File: config.mk
export PLATFORM = sky130hd
export DESIGN_NAME = mprj_io_filter
export DESIGN_NICKNAME = d
export VERILOG_FILES = /design/src/rtl/mprj_io_filter.sv
export SDC_FILE = /design/constraint.sdc
export NUM_CORES = 1
export LEC_CHECK = 0
export ABC_AREA = 1
export ABC_CLOCK_PERIOD_IN_PS = 6350
export BUFFER_PORTS_ARGS = -buffer_cell sky130_fd_sc_hd__buf_4
export CAP_MARGIN = 10
export CELL_PAD_IN_SITES_DETAIL_PLACEMENT = 0
export CELL_PAD_IN_SITES_GLOBAL_PLACEMENT = 1
export CORE_MARGIN = 2
export CORE_UTILIZATION = 25
export DETAILED_ROUTE_END_ITERATION = 10
export PLACE_DENSITY = 0.62
export SETUP_SLACK_MARGIN = 0.05
export SKIP_LAST_GASP = 1
export SLEW_MARGIN = 20
export SYNTH_ARGS = -nofsm -noshare
export SYNTH_HDL_FRONTEND = slang
export SYNTH_SLANG_ARGS = --single-unit
File: constraint.sdc
create_clock -name wb_clk_i -period 6.35 [get_ports wb_clk_i]
set_clock_uncertainty 0.1 [all_clocks]
set_input_delay 0 -clock wb_clk_i [delete_from_list [all_inputs] [get_ports wb_clk_i]]
set_output_delay 0 -clock wb_clk_i [all_outputs]
set_load 0.01 [all_outputs]
File: src/rtl/mprj_io_filter.sv
// Per-pad input conditioning: N-stage synchroniser, debounce filter, edge detect and sticky W1C interrupt status.
// Optional level-interrupt mode is compiled in with `define MPRJ_IO_FILTER_LEVEL_EN (adds the level_en port).
module mprj_io_filter #(
    parameter int NUM_PADS    = 38,
    parameter int SYNC_STAGES = 2,
    parameter int DB_WIDTH    = 8
) (
    input  logic                wb_clk_i,
    input  logic                wb_rst_i,
    input  logic [NUM_PADS-1:0] pad_in,
    input  logic [NUM_PADS-1:0] inp_dis,
    input  logic [DB_WIDTH-1:0] db_limit,
`ifdef MPRJ_IO_FILTER_LEVEL_EN
    input  logic [NUM_PADS-1:0] level_en,
`endif
    input  logic [NUM_PADS-1:0] rise_en,
    input  logic [NUM_PADS-1:0] fall_en,
    input  logic [NUM_PADS-1:0] status_clr,
    output logic [NUM_PADS-1:0] io_in_sync,
    output logic [NUM_PADS-1:0] io_in_filt,
    output logic [NUM_PADS-1:0] irq_status,
    output logic                irq
);

    logic [NUM_PADS-1:0] sync_r [SYNC_STAGES];
    logic [DB_WIDTH-1:0] cnt_r  [NUM_PADS];
    logic [DB_WIDTH-1:0] cnt_nxt_s [NUM_PADS];
    logic [NUM_PADS-1:0] filt_r;
    logic [NUM_PADS-1:0] filt_nxt_s;
    logic [NUM_PADS-1:0] filt_q_r;
    logic [NUM_PADS-1:0] status_r;
    logic [NUM_PADS-1:0] set_s;
    logic [DB_WIDTH-1:0] lim_m1_s;

    assign io_in_sync = sync_r[SYNC_STAGES-1];
    assign io_in_filt = filt_r;
    assign irq_status = status_r;
    assign irq        = |status_r;

    // Synchroniser chain; disabled pads are forced low at the first stage.
    always_ff @(posedge wb_clk_i) begin
        if (wb_rst_i) begin
            for (int s = 0; s < SYNC_STAGES; s++) begin
                sync_r[s] <= {NUM_PADS{1'b0}};
            end
        end else begin
            sync_r[0] <= pad_in & ~inp_dis;
            for (int s = 1; s < SYNC_STAGES; s++) begin
                sync_r[s] <= sync_r[s-1];
            end
        end
    end

    // Effective terminal count L-1, with a zero limit treated as one.
    always_comb begin
        lim_m1_s = {DB_WIDTH{1'b0}};
        if (db_limit == {DB_WIDTH{1'b0}}) begin
            lim_m1_s = {DB_WIDTH{1'b0}};
        end else begin
            lim_m1_s = db_limit - DB_WIDTH'(1);
        end
    end

    // Debounce next-state; >= lets a lowered limit commit an already-long mismatch at once.
    always_comb begin
        filt_nxt_s = filt_r;
        for (int i = 0; i < NUM_PADS; i++) begin
            cnt_nxt_s[i] = {DB_WIDTH{1'b0}};
            if (sync_r[SYNC_STAGES-1][i] == filt_r[i]) begin
                cnt_nxt_s[i] = {DB_WIDTH{1'b0}};
            end else if (cnt_r[i] >= lim_m1_s) begin
                filt_nxt_s[i] = sync_r[SYNC_STAGES-1][i];
                cnt_nxt_s[i]  = {DB_WIDTH{1'b0}};
            end else begin
                cnt_nxt_s[i] = cnt_r[i] + DB_WIDTH'(1);
            end
        end
    end

    // Debounce counters and filtered level.
    always_ff @(posedge wb_clk_i) begin
        if (wb_rst_i) begin
            filt_r <= {NUM_PADS{1'b0}};
            for (int i = 0; i < NUM_PADS; i++) begin
                cnt_r[i] <= {DB_WIDTH{1'b0}};
            end
        end else begin
            filt_r <= filt_nxt_s;
            for (int i = 0; i < NUM_PADS; i++) begin
                cnt_r[i] <= cnt_nxt_s[i];
            end
        end
    end

    // Qualified edge (and optional level) events that set the status bits.
    always_comb begin
        set_s = (filt_r & ~filt_q_r & rise_en) | (~filt_r & filt_q_r & fall_en);
`ifdef MPRJ_IO_FILTER_LEVEL_EN
        set_s = set_s | (filt_r & level_en);
`endif
    end

    // Edge-detect delay and sticky status; a coincident set beats the clear.
    always_ff @(posedge wb_clk_i) begin
        if (wb_rst_i) begin
            filt_q_r <= {NUM_PADS{1'b0}};
            status_r <= {NUM_PADS{1'b0}};
        end else begin
            filt_q_r <= filt_r;
            status_r <= (status_r & ~status_clr) | set_s;
        end
    end

endmodule

==> impl_metrics.sql, run 1 <==
INSERT INTO impl_metrics (metric_group, metric, value, unit) VALUES
('run_status', 'status', 'finished clean', ''),
('setup_path', 'cp.arrival', '3320', 'ps'),
('grt', 'grt_use_met1', '0.1663', ''),
('pwr', 'cell_internal_pwr', '0.005847', 'W'),
('synthesis', 'yosysTopAreaCell', 'dfxtp_1', ''),
('floorplan', 'floorplan.die.height', '333.1', 'um'),
('floorplan', 'rows', '120', ''),
('timing', 'max_slew.worst_pin.slew', '901.2', 'ps'),
('synthesis', 'combinational_family_with_the_most_area_after_synthesis', 'simple AND/OR/NAND/NOR gates', ''),
('route', 'postRouteAntennaNets', '0', ''),
('setup_path', 'crit_start', 'db_limit[0]', ''),
('clock_tree', 'cts_tree', 'built', ''),
('grt', 'grt_busiest_layer', 'met2', ''),
('placed_design', 'detailed_place.area', '30830', 'sq um'),
('grt', 'initial_antenna_violation_count', '4', ''),
('timing', 'fmax', '348.0', 'MHz'),
('pwr', 'combinationalPowerShare', '0.084', ''),
('timing', 'fin_tns_setup', '0', 'ps'),
('route', 'first_pass_iters', '5', ''),
('route', 'drt-wirelength-per-cell', '13.36', 'um'),
('synthesis', 'post_synth_and_or_nand_nor_area_fraction', '0.2766', ''),
('clock_tree', 'clk_transition_reported_paths', '60', 'ps'),
('floorplan', 'initial_core_utilization', '0.2526', ''),
('route', 'detail_route.iter0.violations', '765', ''),
('pwr', 'totalPowerFinal', '0.007719', 'W'),
('clock_tree', 'cts_num_sinks', '494', ''),
('grt', 'grt_pass1_wl', '114800', 'um'),
('placed_design', 'detailed_place_hpwl', '49560', 'um'),
('synthesis', 'synth-adder-area-share', '0.1585', ''),
('timing', 'max-slew-margin-rel', '0.3992', ''),
('floorplan', 'full_die_area', '110900', 'sq um'),
('timing', 'min_period_over_period', '0.4525', ''),
('pwr', 'cellLeakagePower', '16.22', 'nW'),
('floorplan', 'core', '107200', 'sq um'),
('synthesis', 'complex_gate_fraction_of_the_synthesized_area', '0.03762', ''),
('placed_design', 'gp_congestion', '0.7370', ''),
('grt', 'global_route.usage.total', '0.1309', ''),
('timing', 'rsz_0062_raised_after_global_routing', 'false', ''),
('setup_path', 'worstPathMaxFanout', '20', ''),
('setup_path', 'critical_path.endpoint', 'cnt_r[0][39]', ''),
('finish', 'antennaDiodeCount', '0', ''),
('synthesis', 'post-synth-top-area-fraction', '0.3653', ''),
('route', 'drc', '0', ''),
('route', 'wl', '72570', 'um'),
('synthesis', 'post_synth_num_cell_types', '28', ''),
('finish', 'final_nets', '4524', ''),
('hold_path', 'min_path_type', 'in2reg', ''),
('grt', 'global_route.usage.met2', '0.2224', ''),
('floorplan', 'die_x', '333.1', 'um'),
('pwr', 'vdd.ir_drop.worst', '145.0', 'uV'),
('finish', 'final_cell_area', '35380', 'sq um'),
('clock_tree', 'cts_inserted_buffers', '66', ''),
('setup_path', 'r2r.worst_path.cells', '7', ''),
('route', 'route.vias.total', '22060', ''),
('setup_path', 'reg2reg_to', 'irq_status[6]', ''),
('grt', 'grt_util_met3', '0.02698', ''),
('setup_path', 'critical_path_class', 'in2reg', ''),
('synthesis', 'syn_area', '27070', 'sq um'),
('route', 'viasPerCell', '4.061', ''),
('pwr', 'swShare', '0.2425', ''),
('synthesis', 'synthXorXnorAreaFrac', '0.08605', ''),
('timing', 'final_hold_viol_count', '0', ''),
('synthesis', 'synthesis.nets', '3966', ''),
('setup_path', 'worst_ep_required_time', '6800', 'ps'),
('pwr', 'power.net_switching', '0.001872', 'W'),
('pwr', 'share_seq_of_total_power', '0.408', ''),
('timing', 'final-max-slew-violation-count', '0', ''),
('placed_design', 'buffer_ports.inserted', '314', ''),
('setup_path', 'startpoint_type', 'input pin', ''),
('pwr', 'clkPwrFrac', '0.508', ''),
('setup_path', 'crit_end_category', 'register', '');
[state kept, by name, indices dropped and copies added (netlist names)]
name        cells
sync_r         76
cnt_r         304
filt_q_r       38
io_in_filt     38
irq_status     38
[power groups by stage]
stage / logic (W) / registers, W / clock network [W]
2_1_floorplan: 0.000325 / 0.00321 / 0
3_3_place_gp: 0.000572 / 0.00322 / 0
3_5_place_dp: 0.000578 / 0.00322 / 0
4_1_cts: 0.000665 / 0.00315 / 0.00409
5_1_grt: 0.000739 / 0.00315 / 0.00420
6_report: 0.000647 / 0.00315 / 0.00392
[routing by layer]
layer / routed length (um) / share of wire
met2: 33580 / 0.46
met3: 3171 / 0.044
met4: 1513 / 0.021
met5: 0 / 0
met1: 34310 / 0.47
[worst max-delay path, cell delays in order]
cell     delay [ps]
buf_4           130
inv_1            70
ha_1            200
nand3_1         100
inv_1           190
nand3_1         350
nand2_2         660
buf_4           480
ha_1            330
nand2_1          80
nor2_1           40
nor2_1           80
nand2_1          80
nand2_1         140
nand4_4         200
nor2_2          150
[area by class of cell]
class	count	area (sq um)
fillers	11320	71830
multi-input cells	2454	15180
flip-flops and latches	494	9889
repair buffers	553	4726
clock buffers	92	1909
well taps	1403	1755
inverters	412	1554
clock inverters	24	359.1
[metrics by stage]
stage / hold WS, ps / utilization / setup WS [ps] / std cells
2_1_floorplan: -28.41 / - / 2376 / 3423
3_3_place_gp: 58.05 / 0.2876 / 2757 / 5088
3_5_place_dp: 57.70 / 0.2876 / 2736 / 5088
4_1_cts: 0.7419 / 0.3300 / 3399 / 5432
5_1_grt: 60.94 / 0.3300 / 3121 / 5432
6_report: 45.53 / 0.3300 / 3477 / 5432
[worst min path at each step]
stage / endpoint / start / cells past startpoint
2_1_floorplan: sync_r[0][0] / inp_dis[0] / 1
3_3_place_gp: sync_r[0][17] / inp_dis[17] / 2
3_5_place_dp: sync_r[0][18] / inp_dis[18] / 2
4_1_cts: sync_r[0][25] / pad_in[25] / 4
5_1_grt: sync_r[0][25] / pad_in[25] / 4
6_report: sync_r[0][25] / pad_in[25] / 4
[kinds of logic after synthesis]
logic type | after synthesis
AOI/OAI and AO/OA | 181
xor gates and xnor gates | 266
buffers and inverters | 475
adders and majority gates | 343
and+or+nand+nor | 1664
DFF | 494
[timing repair]
| action | 4_1_cts | 5_1_grt |
|---|---|---|
| gates resized for setup | 0 | 0 |
| hold buffers | 228 | 0 |
| hold endpoints to repair | 112 | 0 |
[cells in the final DEF (no fill, tap or decap), drive strengths merged]
cell type	count
a21o	38
a21oi	101
a31oi	14
buf	325
bufinv	8
clkbuf	92
clkinv	8
clkinvlp	2
dfxtp	494
dlygate4sd3	228
ha	343
inv	418
nand2	613
nand3	183
nand3b	20
nand4	45
nor2	792
nor3	6
nor4	4
o21ai	28
or2	1
xnor2	108
xor2	158
[synthesized netlist by cell type, drive strengths merged]
master / count
nand3: 183
a21o: 38
a31oi: 14
nor3: 6
clkbuf: 5
xor2: 158
nand3b: 20
inv: 412
buf: 58
xnor2: 108
nand2: 613
nor4: 4
nor2: 792
or2: 1
o21ai: 28
a21oi: 101
ha: 343
nand4: 45
dfxtp: 494
Note: power is estimated with default switching activity, not from simulation.
==> run 2: changes to the inputs <==
--- a/config.mk
+++ b/config.mk
@@ -6,7 +6,7 @@
 export NUM_CORES = 1
 export LEC_CHECK = 0
 export ABC_AREA = 1
-export ABC_CLOCK_PERIOD_IN_PS = 6350
+export ABC_CLOCK_PERIOD_IN_PS = 2500
 export BUFFER_PORTS_ARGS = -buffer_cell sky130_fd_sc_hd__buf_4
 export CAP_MARGIN = 10
 export CELL_PAD_IN_SITES_DETAIL_PLACEMENT = 0
@@ -14,7 +14,7 @@
 export CORE_MARGIN = 2
 export CORE_UTILIZATION = 25
 export DETAILED_ROUTE_END_ITERATION = 10
-export PLACE_DENSITY = 0.62
+export PLACE_DENSITY = 0.64
 export SETUP_SLACK_MARGIN = 0.05
 export SKIP_LAST_GASP = 1
 export SLEW_MARGIN = 20
==> constraint.sdc (replaced) <==
create_clock -name wb_clk_i -period 2.5 [get_ports wb_clk_i]
set_clock_uncertainty 0.1 [all_clocks]
set_input_delay 0 -clock wb_clk_i [delete_from_list [all_inputs] [get_ports wb_clk_i]]
set_output_delay 0 -clock wb_clk_i [all_outputs]
set_load 0.01 [all_outputs]
==> impl_metrics.sql, run 2 (same netlist as run 1, synthesis figures left out) <==
INSERT INTO impl_metrics (metric_group, metric, value, unit) VALUES
('run_status', 'status', 'finished clean', ''),
('pwr', 'power.net_switching', '0.004522', 'W'),
('route', 'viasPerCell', '4.037', ''),
('setup_path', 'startpoint_type', 'register', ''),
('timing', 'max_slew.worst_pin.slew', '437.2', 'ps'),
('timing', 'fin_tns_setup', '0', 'ps'),
('floorplan', 'full_die_area', '110900', 'sq um'),
('placed_design', 'buffer_ports.inserted', '314', ''),
('setup_path', 'cp.arrival', '2780', 'ps'),
('clock_tree', 'cts_tree', 'built', ''),
('grt', 'initial_antenna_violation_count', '1', ''),
('pwr', 'cellPowerDensity', '519.4', 'nW/um^2'),
('route', 'route.vias.total', '22110', ''),
('placed_design', 'detailed_place_hpwl', '51280', 'um'),
('finish', 'area.growth.synth_to_final', '32.26', '%'),
('grt', 'grt_pass1_wl', '116100', 'um'),
('clock_tree', 'cts_inserted_buffers', '60', ''),
('route', 'postRouteAntennaNets', '0', ''),
('clock_tree', 'clk_transition_reported_paths', '60', 'ps'),
('clock_tree', 'cts.repair_timing.setup_buffer_count', '0', ''),
('flow_run', 'max-cap-violations', '0', ''),
('pwr', 'share_seq_of_total_power', '0.430', ''),
('grt', 'grt_util_met3', '0.02355', ''),
('finish', 'largest_register_ff_count', '304', ''),
('route', 'wl', '72460', 'um'),
('placed_design', 'detailed_place.area', '31290', 'sq um'),
('floorplan', 'die_x', '333.1', 'um'),
('finish', 'final-instance-count-excl-fill', '5475', ''),
('finish', 'final_cell_area', '35810', 'sq um'),
('floorplan', 'floorplan.die.height', '333.1', 'um'),
('placed_design', 'gp_congestion', '0.7294', ''),
('timing', 'final-max-slew-violation-count', '0', ''),
('pwr', 'clkPwrFrac', '0.474', ''),
('clock_tree', 'clock_insertion_delay_worst_skew', '640', 'ps'),
('grt', 'global_route.usage.total', '0.1312', ''),
('route', 'drc', '0', ''),
('finish', 'antennaDiodeCount', '0', ''),
('grt', 'global_route.usage.met2', '0.2241', ''),
('clock_tree', 'max-clock-path-buffers', '3', ''),
('pwr', 'cell_internal_pwr', '0.01408', 'W'),
('timing', 'max-slew-margin-rel', '0.7059', ''),
('grt', 'grt_use_met1', '0.1702', ''),
('grt', 'number_of_global_route_vias_before_repair', '21480', ''),
('finish', 'layout_commonest_cell', 'nor2_1', ''),
('finish', 'registers_with_the_highest_flip_flop_counts', 'cnt_r (304), sync_r (76)', ''),
('route', 'drt-wirelength-per-cell', '13.23', 'um'),
('grt', 'grt_busiest_layer', 'met2', ''),
('finish', 'ratio_of_cells_with_drive_above_1_in_the_final_layout', '0.1437', ''),
('timing', 'fmax', '432.9', 'MHz'),
('route', 'detail_route.iter0.violations', '651', ''),
('clock_tree', 'cts.htree.levels', '2', ''),
('floorplan', 'rows', '120', ''),
('finish', 'most-common-layout-cells', 'nor2_1, nand2_1, dfxtp_1', ''),
('setup_path', 'worstPathMaxFanout', '2', ''),
('placed_design', 'dp.cells', '5114', ''),
('finish', 'final_nets', '4567', ''),
('clock_tree', 'ctsRootBufferMaster', 'clkbuf_16', ''),
('setup_path', 'crit_end_category', 'register', ''),
('pwr', 'cellLeakagePower', '16.40', 'nW'),
('floorplan', 'core', '107200', 'sq um'),
('timing', 'final_hold_viol_count', '0', ''),
('setup_path', 'worst_ep_required_time', '2970', 'ps'),
('timing', 'setup_viol', '0', ''),
('route', 'first_pass_iters', '5', ''),
('placed_design', 'pre_cts_slack', '84.19', 'ps'),
('pwr', 'vdd.ir_drop.worst', '533.0', 'uV'),
('timing', 'finalCriticalPeriod', '2310', 'ps'),
('grt', 'overflow', '0', ''),
('pwr', 'swShare', '0.2431', ''),
('setup_path', 'critical_path_class', 'reg2reg', ''),
('timing', 'min_period_over_period', '0.9239', ''),
('timing', 'post-route-worst-setup-slack', '190.2', 'ps'),
('clock_tree', 'cts_num_sinks', '494', ''),
('floorplan', 'ioPinCount', '315', ''),
('pwr', 'combinationalPowerShare', '0.095', ''),
('finish', 'top_register', 'cnt_r', ''),
('pwr', 'totalPowerFinal', '0.01860', 'W'),
('timing', 'rsz_0062_raised_after_global_routing', 'false', ''),
('floorplan', 'initial_core_utilization', '0.2526', ''),
('hold_path', 'min_path_type', 'in2reg', ''),
('grt', 'maximum_number_of_pins_on_one_net_before_global_route_repair', '63', '');
## run 2: path summary, 6_finish.rpt
kind,startpoint,to,slack [ps],cells past startpoint
hold reg to reg,sync_r[0][9],sync_r[0][47],290,2
setup / recovery,irq_status[15],irq_status[15],190,6
setup reg to reg,irq_status[15],irq_status[15],190,6
hold / removal,pad_in[25],sync_r[0][25],100,4
## run 2: critical path, cell delays in order (launching register included)
cell           delay [ps]
dfxtp_1               380
clkinvlp_4            280
o21ai_0               240
a21oi_1                50
dlygate4sd3_1         550
nor2_1                 90
dlygate4sd3_1         550
## run 2: final cells by class
class	instances	area (sq um)
Clock buffer	92	1783
Clock inverter	18	198.9
Fill cell	11220	71390
Inverter	412	1562
Multi-Input combinational cell	2454	15230
Sequential cell	494	9892
Tap cell	1403	1755
Timing Repair Buffer	602	5389
## run 2: stage by stage
step                      hold WS (ps)    util
after floorplan                 -28.41       -
after global placement           57.11  0.2919
after detailed placement         58.96  0.2919
after CTS                        15.72  0.3340
after global routing             73.70  0.3340
final                            95.81  0.3340
## run 2: routing by layer
metal / vias up / wire, um
met5: - / 0
met2: 283 / 33440
li1: 11980 / -
met4: 0 / 1258
met3: 81 / 2919
met1: 9758 / 34840
## run 2: power groups by stage
stage | Combinational (W) | Sequential (W) | Clock, W
2_1_floorplan | 0.000837 | 0.00816 | 0
3_3_place_gp | 0.00155 | 0.00818 | 0
3_5_place_dp | 0.00157 | 0.00818 | 0
4_1_cts | 0.00182 | 0.00800 | 0.00922
5_1_grt | 0.00202 | 0.00801 | 0.00948
6_report | 0.00178 | 0.00800 | 0.00882
## run 2: what timing repair did
item | in CTS | in global routing
endpoints found under the setup margin | 1 | 2
resized for setup | 5 | 3
gates cloned | 0 | 0
pin swaps | 0 | 1
hold buffers | 251 | 0
endpoints found under the hold margin | 220 | 0
